==> config.mk <==
export PLATFORM = sky130hd
export DESIGN_NAME = cpu_axi_bridge
export DESIGN_NICKNAME = d
export VERILOG_FILES = /design/src/rtl/cpu_axi_bridge.sv
export SDC_FILE = /design/constraint.sdc
export NUM_CORES = 1
export LEC_CHECK = 0
export ABC_AREA = 1
export ABC_CLOCK_PERIOD_IN_PS = 2900
export CORE_AREA = 2 2 126 128
export CTS_BUF_LIST = sky130_fd_sc_hd__clkbuf_8
export DETAILED_ROUTE_END_ITERATION = 8
export DIE_AREA = 0 0 128 130
export PLACE_DENSITY = 0.89
export SLEW_MARGIN = 30
export SYNTH_ARGS = -nofsm -noshare
export SYNTH_HDL_FRONTEND = slang
export SYNTH_SLANG_ARGS = --single-unit
==> constraint.sdc <==
create_clock -name clk -period 2.9 [get_ports clk]
set_input_delay 0.725 -clock clk [delete_from_list [all_inputs] [get_ports clk]]
set_output_delay 0.725 -clock clk [all_outputs]
set_load 0.02 [all_outputs]
==> src/rtl/cpu_axi_bridge.sv <==
// cpu_axi_bridge: merges the inst and data SRAM-like ports onto one AXI master.
// One transaction in flight at a time; the data port has fixed priority.
module cpu_axi_bridge #(
    parameter logic [3:0] ID_INST = 4'd0,
    parameter logic [3:0] ID_DATA = 4'd1
) (
    input  logic        clk,
    input  logic        resetn,
    input  logic        inst_req,
    input  logic [31:0] inst_addr,
    output logic        inst_addr_ok,
    output logic        inst_data_ok,
    output logic [31:0] inst_rdata,
    input  logic        data_req,
    input  logic        data_wr,
    input  logic [3:0]  data_wstrb,
    input  logic [31:0] data_addr,
    input  logic [31:0] data_wdata,
    output logic        data_addr_ok,
    output logic        data_data_ok,
    output logic [31:0] data_rdata,
    output logic [3:0]  arid,
    output logic [31:0] araddr,
    output logic        arvalid,
    input  logic        arready,
    input  logic [3:0]  rid,
    input  logic [31:0] rdata,
    input  logic        rvalid,
    output logic        rready,
    output logic [3:0]  awid,
    output logic [31:0] awaddr,
    output logic        awvalid,
    input  logic        awready,
    output logic [31:0] wdata,
    output logic [3:0]  wstrb,
    output logic        wvalid,
    input  logic        wready,
    input  logic        bvalid,
    output logic        bready
);

    typedef enum logic [2:0] {
        IDLE,
        RD_ADDR,
        RD_DATA,
        WR_REQ,
        WR_RESP
    } state_t;

    state_t      state;
    state_t      state_nx;
    logic        idle;
    logic        take_data;
    logic        take_inst;
    logic        rd_fire;
    logic        own_data;
    logic [31:0] addr_q;
    logic [31:0] wdata_q;
    logic [3:0]  wstrb_q;
    logic [31:0] inst_rdata_q;
    logic [31:0] data_rdata_q;
    logic        aw_done;
    logic        w_done;
    logic        inst_ok_q;
    logic        data_ok_q;
    logic        unused_rid;

    // Gated by resetn so no addr_ok leaks out while reset is held.
    assign idle      = (state == IDLE) && resetn;
    assign take_data = idle && data_req;
    assign take_inst = idle && inst_req && !data_req;
    assign rd_fire   = (state == RD_DATA) && rvalid;
    assign unused_rid = ^rid;

    always_ff @(posedge clk or negedge resetn) begin
        if (!resetn) begin
            state <= IDLE;
        end else begin
            state <= state_nx;
        end
    end

    always_comb begin
        state_nx = state;
        unique case (state)
            IDLE: begin
                if (take_data) begin
                    state_nx = data_wr ? WR_REQ : RD_ADDR;
                end else if (take_inst) begin
                    state_nx = RD_ADDR;
                end
            end
            RD_ADDR: if (arready) state_nx = RD_DATA;
            RD_DATA: if (rvalid) state_nx = IDLE;
            WR_REQ: begin
                if ((aw_done || awready) && (w_done || wready)) begin
                    state_nx = WR_RESP;
                end
            end
            WR_RESP: if (bvalid) state_nx = IDLE;
            default: state_nx = IDLE;
        endcase
    end

    always_comb begin
        inst_addr_ok = take_inst;
        data_addr_ok = take_data;
        arvalid      = 1'b0;
        arid         = 4'd0;
        rready       = 1'b0;
        awvalid      = 1'b0;
        awid         = 4'd0;
        wvalid       = 1'b0;
        bready       = 1'b0;
        unique case (state)
            RD_ADDR: begin
                arvalid = 1'b1;
                arid    = own_data ? ID_DATA : ID_INST;
            end
            RD_DATA: rready = 1'b1;
            WR_REQ: begin
                awvalid = !aw_done;
                wvalid  = !w_done;
                awid    = ID_DATA;
            end
            WR_RESP: bready = 1'b1;
            default: ;
        endcase
    end

    assign araddr       = addr_q;
    assign awaddr       = addr_q;
    assign wdata        = wdata_q;
    assign wstrb        = wstrb_q;
    assign inst_rdata   = inst_rdata_q;
    assign data_rdata   = data_rdata_q;
    assign inst_data_ok = inst_ok_q;
    assign data_data_ok = data_ok_q;

    always_ff @(posedge clk or negedge resetn) begin
        if (!resetn) begin
            own_data     <= 1'b0;
            addr_q       <= 32'd0;
            wdata_q      <= 32'd0;
            wstrb_q      <= 4'd0;
            inst_rdata_q <= 32'd0;
            data_rdata_q <= 32'd0;
            aw_done      <= 1'b0;
            w_done       <= 1'b0;
            inst_ok_q    <= 1'b0;
            data_ok_q    <= 1'b0;
        end else begin
            if (take_data) begin
                own_data <= 1'b1;
                addr_q   <= data_addr;
                wdata_q  <= data_wdata;
                wstrb_q  <= data_wstrb;
            end else if (take_inst) begin
                own_data <= 1'b0;
                addr_q   <= inst_addr;
            end
            // Each write channel retires on its own handshake.
            aw_done <= (state == WR_REQ) && (aw_done || awready);
            w_done  <= (state == WR_REQ) && (w_done || wready);
            if (rd_fire && own_data) data_rdata_q <= rdata;
            if (rd_fire && !own_data) inst_rdata_q <= rdata;
            inst_ok_q <= rd_fire && !own_data;
            data_ok_q <= (rd_fire && own_data)
                      || ((state == WR_RESP) && bvalid);
        end
    end

endmodule

==> out/results.tsv <==
stage	metric	value	unit
synthesis	avgSynthCellArea	8.45	um^2
sta	finalHoldViolCount	0	
placement	post-place-cells	1186	
synthesis	synthFlopType	dfrtp_1	
grt	use_met3	5.58	%
sta	period_needed	2.81	ns
synthesis	synthTopCellsByArea	dfrtp_1 (56%), nand2_1 (15%), buf_4 (5.5%)	
clock_network	post-cts-setup-buffers	0	
layout	area_growth	55.6	%
drt	wirelength	18.0	mm
drt	drc	0	
clock_network	clk_pin_slew	0.08	ns
layout	drive_gt1_share	5.46	%
power_and_ir_drop	p_per_area	1110	nW/um^2
sta	max_freq	356	MHz
critical_path	r2r-start	state[2]	
clock_network	cts_buffer_depth	2	
floorplanning	start_util	40.4	%
layout	diodes	0	
drt	vias_per_cell	4.69	
grt	grt_use_met1	24.0	%
layout	finish.utilization	62.9	%
sta	skew	0.0142	ns
synthesis	synthCells	737	
clock_network	tritoncts.num_buffers	17	
synthesis	ys_ff_latch	140	
sta	rsz0062_at_grt	false	
grt	gr-total-overflow	0	
drt	dr.pass1.iters	5	
critical_path	critPathCapture	data_addr_ok	
critical_path	crit_start	data_req	
drt	num_vias	5709	
critical_path	critPathMaxStageDelay	0.63	ns
synthesis	yosys.area.top_type	dfrtp_1	
power_and_ir_drop	p_leak	0.00475	uW
critical_path	r2r_setup_slack	0.75	ns
clock_network	cts_tree	built	
synthesis	async_reset_ff_share	100	%
sta	drv_slew	0	
synthesis	synth_cell_types	24	
synthesis	yosysSeqAreaShare	56.2	%
critical_path	cp_data_required_time	2.17	ns
critical_path	path_class	in2out	
clock_network	clock-sinks	140	
layout	n_fill_cell	1268	
layout	multiInputGateArea	1900	um^2
drt	wl_per_cell	14.8	um
layout	fin_cells	1218	
sta	worst_pin_slew	0.760	ns
critical_path	arrival	2.09	ns
placement	gp_congestion	0.787	
placement	port_buffers	316	
floorplanning	core.rowCount	46	
grt	grt_pass1_wl	27.2	mm
layout	area.sequential	3500	um^2
critical_path	rr_endpoint	araddr[29]	
grt	grt_pass1_vias	5498	
synthesis	synth_top_area_share	56.2	%
grt	grt_max_degree	139	
synthesis	synth-edff-count	0	
layout	layout.nets	1159	
grt	grtUsageMet2	37.7	%
clock_network	cts_root_buf	clkbuf_8	
floorplanning	fp.dieH	130	um
critical_path	cpMostUsedCell	clkdlybuf4s50_1	
grt	top_usage_layer	met2	
critical_path	start_kind	input port	
sta	relSlewSlack	49.3	%
clock_network	clock_latency	0.44	ns
sta	finalCritPeriodShare	96.9	%
grt	track_usage	21.0	%
job	maxCapViolations	0	
critical_path	crit_fanout	2	
critical_path	cpMaxStageDelayCell	clkdlybuf4s50_1	
power_and_ir_drop	ir_worst_vdd	0.551	mV
clock_network	htreeDepth	4	
floorplanning	ios	327	
critical_path	path_cells	clkdlybuf4s50_1, nand4_4, inv_2, clkdlybuf4s50_1	
drt	ant_nets	0	
worst_hold_path	hold_class	in2async	
floorplanning	core	15400	um^2
synthesis	synth_common_cells	nand2_1 (247), dfrtp_1 (140), inv_1 (82)	
synthesis	syn_area	6230	um^2
synthesis	yosys_warnings	0	
critical_path	r2r_cells	8	
floorplanning	die_w	128	um
placement	hpwlAfterDp	13.1	mm
floorplanning	dieArea	16600	um^2
grt	antenna_found_initial	0	
drt	drtIter0Drc	353	
critical_path	end_kind	output pin	
sta	setup_viol	0	
synthesis	synth.most_common_cell	nand2_1	
run_status	run_status	completed	
[sequential cells by signal, summed over array words and instances (netlist names), 3 cells and up]
register / cells
wstrb: 4
state: 3
araddr: 32
wdata: 32
inst_rdata: 32
data_rdata: 32
[metal layers]
| metal | part of all wire, % | routed length [um] | vias up |
|---|---|---|---|
| met2 | 51 | 9240 | 249 |
| met3 | 7.4 | 1340 | 26 |
| met5 | 0 | 0 | - |
| met4 | 1.9 | 351 | 0 |
| met1 | 39 | 7090 | 2665 |
| li1 | - | - | 2769 |
[area by class of cell]
cell class / instances / area share [%]
flip-flops and latches: 140 / 36.1
repair buffers: 328 / 34.0
multi-input cells: 441 / 19.6
inverters: 85 / 3.29
clock buffers: 19 / 2.70
well taps: 192 / 2.48
clock inverters: 13 / 1.81
[how the worst min path moves through the flow]
| stage | end | startpoint | cells past startpoint | slack, ns |
|---|---|---|---|---|
| after floorplan | araddr[0] | resetn | 0 | 0.43 |
| after global placement | wdata[14] | wdata[14] | 2 | 0.46 |
| after detailed placement | wdata[25] | wdata[25] | 2 | 0.46 |
| after CTS | wdata[29] | resetn | 1 | 0.04 |
| after global routing | wdata[29] | resetn | 1 | 0.03 |
| final | wdata[29] | resetn | 1 | 0.08 |
[per-stage QoR]
| step | power [uW] | setup TNS (ns) | worst slack (ns) | cell area (um^2) | hold slack, ns |
|---|---|---|---|---|---|
| finish | 10800 | 0 | 0.0889 | 9700 | 0.0821 |
| global route | 11400 | 0 | 0.0456 | 9700 | 0.0340 |
| CTS | 10900 | 0 | 0.0494 | 9690 | 0.0404 |
| detailed placement | 9110 | -0.0606 | -0.0606 | 9260 | 0.464 |
| global placement | 8930 | -0.00645 | -0.00645 | 9260 | 0.461 |
| floorplan | 6420 | 0 | 0.786 | 6250 | 0.429 |
[kinds of logic (layout without fill, tap and decap cells)]
kind of cell / after synthesis / count (layout) / synth area share (%)
AOI/OAI and AO/OA: 102 / 102 / 8.19
buffers and inverters: 161 / 445 / 13.7
DFF: 140 / 140 / 56.2
other: 1 / 6 / 0.0602
and+or+nand+nor: 333 / 333 / 21.8
[what timing repair did]
item / 4_1_cts / 5_1_grt
pin swaps: 0 / 0
resized for setup: 1 / 2
endpoints found under the setup margin: 1 / 2
hold buffers: 0 / 0
[where the power goes]
| group | leakage [uW] | internal [uW] | switching, uW | total (uW) |
|---|---|---|---|---|
| sequential | 0.00176 | 2880 | 618 | 3500 |
| clock | 0.000220 | 918 | 820 | 1740 |
| combinational | 0.00277 | 2610 | 2950 | 5560 |
[critical path: cells and delay by family]
family	cells	cell delay, ns
buffers and inverters	3	1.25
AND/OR/NAND/NOR	1	0.11
[cells in the final DEF, fill, tap and decap left out, drive strengths merged]
cell,instances
clkdlybuf4s50,313
nand2,248
dfrtp,140
o21ai,98
inv,91
nor2,41
nand3,39
clkbuf,19
buf,13
conb,6
a21oi,4
bufinv,3
nand4,3
clkinv,3
nor3,2
clkinvlp,1
dlymetal6s2s,1
dlygate4sd2,1
No activity file was read; power rests on OpenSTA's default activity.
